$ cat config.mk
export PLATFORM = sky130hd
export DESIGN_NAME = load_store_unit
export DESIGN_NICKNAME = d
export VERILOG_FILES = /design/src/rtl/load_store_unit.sv
export SDC_FILE = /design/constraint.sdc
export NUM_CORES = 1
export LEC_CHECK = 0
export CAP_MARGIN = 20
export CORE_UTILIZATION = 46
export DETAILED_ROUTE_END_ITERATION = 8
export GPL_TIMING_DRIVEN = 0
export PLACE_DENSITY_LB_ADDON = 0.2
export SLEW_MARGIN = 10
export SYNTH_ARGS = -nofsm -noshare
export SYNTH_HDL_FRONTEND = slang
export SYNTH_SLANG_ARGS = --single-unit
$ cat constraint.sdc
create_clock -name clk -period 4.5 [get_ports clk]
set_input_delay 1.125 -clock clk [delete_from_list [all_inputs] [get_ports clk]]
set_output_delay 1.125 -clock clk [all_outputs]
set_load 0.02 [all_outputs]
$ cat src/rtl/load_store_unit.sv
// RV32I load/store unit in front of a word-wide, combinational-read data memory.
// Sub-word stores use read-modify-write; bad requests are answered with resp_err and never touch memory.
module load_store_unit #(
   parameter int unsigned ADDR_LIMIT = 32'd1024
) (
   input  logic        clk,
   input  logic        rst,
   input  logic        req_valid,
   output logic        req_ready,
   input  logic        req_we,
   input  logic [2:0]  req_funct3,
   input  logic [31:0] req_addr,
   input  logic [31:0] req_wdata,
   output logic        resp_valid,
   output logic        resp_err,
   output logic [31:0] resp_rdata,
   output logic        dm_MemRead,
   output logic        dm_MemWrite,
   output logic [31:0] dm_addr,
   output logic [31:0] dm_write_data,
   input  logic [31:0] dm_read_data
);

   typedef enum logic [2:0] {
      S_IDLE   = 3'd0,
      S_LOAD   = 3'd1,
      S_RMW_RD = 3'd2,
      S_WRITE  = 3'd3,
      S_RESP   = 3'd4
   } state_t;

   state_t      state_q;
   logic        we_q;
   logic [2:0]  funct3_q;
   logic [31:0] addr_q;
   logic [31:0] wdata_q;
   logic        resp_valid_q;
   logic        resp_err_q;
   logic [31:0] resp_rdata_q;

   function automatic logic req_error(input logic we, input logic [2:0] f3, input logic [31:0] addr);
      logic err;
      case (f3)
         3'b000:  err = 1'b0;
         3'b001:  err = addr[0];
         3'b010:  err = (addr[1:0] != 2'b00);
         3'b100:  err = we;
         3'b101:  err = we | addr[0];
         default: err = 1'b1;
      endcase
      return err | (addr >= ADDR_LIMIT);
   endfunction

   function automatic logic [31:0] load_extract(input logic [2:0] f3, input logic [1:0] lane,
                                                input logic [31:0] word);
      logic [7:0]  b;
      logic [15:0] h;
      logic [31:0] r;
      case (lane)
         2'd0:    b = word[7:0];
         2'd1:    b = word[15:8];
         2'd2:    b = word[23:16];
         default: b = word[31:24];
      endcase
      h = lane[1] ? word[31:16] : word[15:0];
      case (f3)
         3'b000:  r = {{24{b[7]}}, b};
         3'b001:  r = {{16{h[15]}}, h};
         3'b010:  r = word;
         3'b100:  r = {24'd0, b};
         3'b101:  r = {16'd0, h};
         default: r = 32'd0;
      endcase
      return r;
   endfunction

   // Replace the addressed byte/half of the old word with the low store data.
   function automatic logic [31:0] store_merge(input logic [2:0] f3, input logic [1:0] lane,
                                               input logic [31:0] old, input logic [31:0] wd);
      logic [31:0] m;
      m = old;
      case (f3)
         3'b000: begin
            case (lane)
               2'd0:    m[7:0]   = wd[7:0];
               2'd1:    m[15:8]  = wd[7:0];
               2'd2:    m[23:16] = wd[7:0];
               default: m[31:24] = wd[7:0];
            endcase
         end
         3'b001: begin
            if (lane[1]) m[31:16] = wd[15:0];
            else         m[15:0]  = wd[15:0];
         end
         default: m = wd;
      endcase
      return m;
   endfunction

   // Request FSM with latched request fields and registered response.
   always_ff @(posedge clk or posedge rst) begin
      if (rst) begin
         state_q      <= S_IDLE;
         we_q         <= 1'b0;
         funct3_q     <= 3'd0;
         addr_q       <= 32'd0;
         wdata_q      <= 32'd0;
         resp_valid_q <= 1'b0;
         resp_err_q   <= 1'b0;
         resp_rdata_q <= 32'd0;
      end else begin
         case (state_q)
            S_IDLE: begin
               resp_valid_q <= 1'b0;
               if (req_valid) begin
                  we_q     <= req_we;
                  funct3_q <= req_funct3;
                  addr_q   <= req_addr;
                  wdata_q  <= req_wdata;
                  if (req_error(req_we, req_funct3, req_addr)) begin
                     resp_valid_q <= 1'b1;
                     resp_err_q   <= 1'b1;
                     resp_rdata_q <= 32'd0;
                     state_q      <= S_RESP;
                  end else if (!req_we) begin
                     state_q <= S_LOAD;
                  end else if (req_funct3 == 3'b010) begin
                     state_q <= S_WRITE;
                  end else begin
                     state_q <= S_RMW_RD;
                  end
               end else begin
                  state_q <= S_IDLE;
               end
            end
            S_LOAD: begin
               resp_rdata_q <= load_extract(funct3_q, addr_q[1:0], dm_read_data);
               resp_err_q   <= 1'b0;
               resp_valid_q <= 1'b1;
               state_q      <= S_RESP;
            end
            S_RMW_RD: begin
               wdata_q <= store_merge(funct3_q, addr_q[1:0], dm_read_data, wdata_q);
               state_q <= S_WRITE;
            end
            S_WRITE: begin
               resp_rdata_q <= 32'd0;
               resp_err_q   <= 1'b0;
               resp_valid_q <= 1'b1;
               state_q      <= S_RESP;
            end
            S_RESP: begin
               resp_valid_q <= 1'b0;
               state_q      <= S_IDLE;
            end
            default: begin
               resp_valid_q <= 1'b0;
               state_q      <= S_IDLE;
            end
         endcase
      end
   end

   // Memory strobes decoded from state so they vanish the instant reset asserts.
   always_comb begin
      dm_MemRead    = 1'b0;
      dm_MemWrite   = 1'b0;
      dm_addr       = 32'd0;
      dm_write_data = 32'd0;
      case (state_q)
         S_LOAD, S_RMW_RD: begin
            dm_MemRead = 1'b1;
            dm_addr    = {addr_q[31:2], 2'b00};
         end
         S_WRITE: begin
            dm_MemWrite   = 1'b1;
            dm_addr       = {addr_q[31:2], 2'b00};
            dm_write_data = wdata_q;
         end
         default: begin
            dm_MemRead  = 1'b0;
            dm_MemWrite = 1'b0;
         end
      endcase
   end

   assign req_ready  = (state_q == S_IDLE);
   assign resp_valid = resp_valid_q;
   assign resp_err   = resp_err_q;
   assign resp_rdata = resp_rdata_q;

   // we_q is kept for debug visibility of the accepted request.
   logic unused_we_s;
   assign unused_we_s = we_q;

endmodule

==> summary.md <==
| Metric | Value |
|---|---|
| Hold path cells | 1 |
| Detail Placement HPWL | 15.1 mm |
| Crit path kind | flop to output port |
| GR Overflow Total | 0 |
| Hold_ws | 0.481 ns |
| First-pass DRT Iterations | 5 |
| Run status | finished, final reports clean |
| Clk sink count | 104 |
| CP Max Fanout | 10 |
| Clock root buffer | clkbuf_16 |
| Row count | 41 |
| Hold bufs inserted after CTS | 0 |
| Combinational share of power | 23.4% |
| Die area | 13,400 sq um |
| Period utilization | 85.4% |
| Crit end category | output port |
| Setup tns final | 0 ns |
| Final setup margin | 0.658 ns |
| IO Pins | 204 |
| Vias per cell | 5.80 |
| Hold path startpoint | resp_err |
| Final max-slew violation count | 0 |
| GRT Resource Usage Total | 30.2% |
| Vias in the first global route | 5,748 |
| Share of cells above drive strength 1 | 15.2% |
| Total CTS buffers | 9 |
| Max Cap Viol | 0 |
| Reg power frac | 45.0% |
| Post-DRT Antenna Nets | 0 |
| Syn_area_per_cell | 10.1 sq um |
| Worst r2r dst | wdata_q[6] |
| DRC Markers | 0 |
| Pwr dens | 284 nW/um^2 |
| Post-synthesis sequential area ratio | 43.8% |
| Final min period | 3.84 ns |
| Fmax | 0.260 GHz |
| Clock power frac | 31.6% |
| Port buffer count | 201 |
| Clk slew on worst S/H paths | 0.07 ns |
| Syn. warnings | 0 |
| Die width | 116 microns |
| Cell Area, Placed | 8200 sq um |
| Post-synth EDFFs | 0 |
| Initial antenna violation count | 0 |
| Post_cts resized | 0 |
| CP dominant cell by count | nand2_1 |
| Netlist cell types | 52 |
| Startpoint types | flop |
| Dominant synthesized flop cell | dfrtp_1 |
| Net Sw Frac | 28.7% |
| Final setup viols | 0 |
| Pre-CTS setup slack | 0.997 ns |
| Post-DR wirelength/cell | 20.3 microns |
| Slowest CP cell | clkdlybuf4s50_1 |
| Largest net degree at the start of global routing | 58 |
| Worst slew pin tran | 0.634 ns |
| Max_slew headroom | 57.6% |
| Initial DRC Count | 458 |
| Synthesized cell area | 5940 sq um |
| Async S/R FF share, synth | 100% |
| Reg2Reg Depth | 5 |
| Critical R2R Launch | funct3_q[1] |
| Switch Pwr | 0.692 mW |
| Bufs on Longest Clock Path | 2 |
| Design Area, Final | 8490 sq um |
| CP Data Required Time | 3.38 ns |
| Final Total Pwr | 2.41 mW |
| Area grow syn2layout | 42.9% |
| CP cell instances | nor2_1 -> nand2_1 -> nand2_1 -> clkbuf_1 -> and2_1 -> clkdlybuf4s50_1 |
| Clock skew | 0.00353 ns |
| Hold Path Class | flop to flop |
| Core area | 12,600 sq um |
| Nets | 903 |
| RePlAce Congestion | 0.884 |
| VDD IR max | 0.000170 V |
| Routed via count | 5,662 |
| Worst reg-to-reg setup slack | 2.44 ns |
| Starting density of the core | 47.1% |
| Final wirelength | 19.8 mm |
| Hold Vio Cnt, Final | 0 |
| Internal power | 1.72 mW |
| Ant diodes | 0 |
| Register bit count reported by yosys | 104 |
| First-pass GRT wire length | 30.5 mm |
| Setup Fix Bufs, Post-CTS | 0 |
| Worst EP arrival | 2.72 ns |
| Die Ht | 116 microns |
| CTS tree | done |
| Clock Latency Late Sink | 0.35 ns |
| H-tree depth | 3 |
| Synthesized instance count | 586 |
| Hold endpoint | resp_err |
| CP peak stage delay | 0.61 ns |
| P_leak | 3.46 nW |
| RSZ-0062 raised after global routing | no |
placed cells by master (no fill, tap or decap), types with 2 or more instances in the layout:
cell	n
nor3_1	2
a21oi_1	33
mux2i_1	24
o211ai_2	8
o221ai_1	8
conb_1	2
nor2_1	17
buf_4	7
and3_1	34
clkbuf_16	9
mux2_2	65
and2_1	33
o211ai_1	8
dfrtp_1	104
nor4_1	5
a41o_1	2
clkbuf_8	3
o32a_1	5
mux4_2	2
o22ai_1	33
nand2b_1	10
clkdlybuf4s50_1	201
nand2_1	53
a221oi_1	10
buf_2	15
nor2b_1	9
o21a_1	2
nor3b_2	2
o2bb2ai_1	6
o21ai_0	12
nand3_1	17
a31oi_1	6
clkbuf_1	31
buf_1	2
layer usage:
metal  wire length, microns  global-route usage [%]
met5                      0                       0
met3                   1480                    6.54
met4                    584                    13.2
met2                   9480                    49.4
met1                   8300                    38.7
synthesized netlist by cell type (6+ instances only):
| master | n | share of area, % |
|---|---|---|
| and2_1 | 33 | 3.5 |
| buf_4 | 7 | 0.88 |
| o211ai_2 | 8 | 1.7 |
| a221oi_1 | 10 | 1.5 |
| o2bb2ai_1 | 6 | 0.88 |
| o22ai_1 | 33 | 3.5 |
| nor2_1 | 17 | 1.1 |
| a31oi_1 | 6 | 0.63 |
| mux2_2 | 65 | 12 |
| buf_2 | 15 | 1.3 |
| dfrtp_1 | 104 | 44 |
| clkbuf_1 | 29 | 1.8 |
| nand3_1 | 17 | 1.4 |
| a21oi_1 | 33 | 2.8 |
| o21ai_0 | 12 | 1.0 |
| and3_1 | 34 | 3.6 |
| o221ai_1 | 8 | 1.2 |
| nor2b_1 | 9 | 0.95 |
| o211ai_1 | 8 | 1.0 |
| mux2i_1 | 24 | 4.0 |
| nand2_1 | 53 | 3.3 |
| nand2b_1 | 10 | 1.1 |
critical path: cells and delay by family (launching register included):
family                 cells  cell delay [ns]
AND/OR/NAND/NOR            4             0.97
buffers and inverters      2             0.95
flip-flops                 1             0.44
area by class of cell:
class | count | area, sq um
buffer | 54 | 249
tap | 172 | 215
clock inverter | 2 | 12.5
timing repair buffer | 202 | 2040
inverter | 3 | 16.3
multi-input combinational | 426 | 3080
sequential | 104 | 2600
clock buffer | 14 | 274
fill | 1038 | 4130
cell families (layout without fill, tap and decap cells):
| logic type | after synthesis | after routing | synth area share [%] |
|---|---|---|---|
| flops | 104 | 104 | 43.8 |
| mux | 91 | 91 | 17.1 |
| compound gates | 143 | 143 | 17.3 |
| other cells | 1 | 2 | 0.0631 |
| simple gates | 189 | 189 | 17.2 |
| xor+xnor | 1 | 1 | 0.147 |
| buf+inv | 57 | 275 | 4.38 |
how the worst max path moves through the flow:
stage                           to  cells after the start  startpoint  slack, ns
floorplan                addr_q[0]                      1         rst       0.64
global placement    resp_rdata[11]                      2         rst      -0.91
detailed placement     dm_addr[23]                      6  state_q[2]        1.0
CTS                    dm_addr[27]                      6  state_q[2]       0.61
global route           dm_addr[27]                      6  state_q[2]       0.43
finish                 dm_addr[27]                      6  state_q[2]       0.66
per-stage QoR:
step | util, % | std cells
finish | 67.3 | 977
global route | 67.3 | 977
CTS | 67.3 | 977
detailed placement | 65.0 | 961
global placement | 64.8 | 960
floorplan | - | 587
power by group through the flow:
stage / Clock, mW / Combinational, mW / Sequential, mW
after global placement: 0 / 0.541 / 1.10
after floorplan: 0 / 0.349 / 1.08
after detailed placement: 0 / 0.558 / 1.10
after global routing: 0.815 / 0.608 / 1.10
final: 0.763 / 0.564 / 1.08
after CTS: 0.779 / 0.560 / 1.08
state kept, by name, summed over array words and instances, names as in the netlist:
register,count
resp_valid,1
addr_q,32
wdata_q,32
resp_err,1
resp_rdata,32
funct3_q,3
state_q,3
Note: power is estimated with default switching activity, not from simulation.
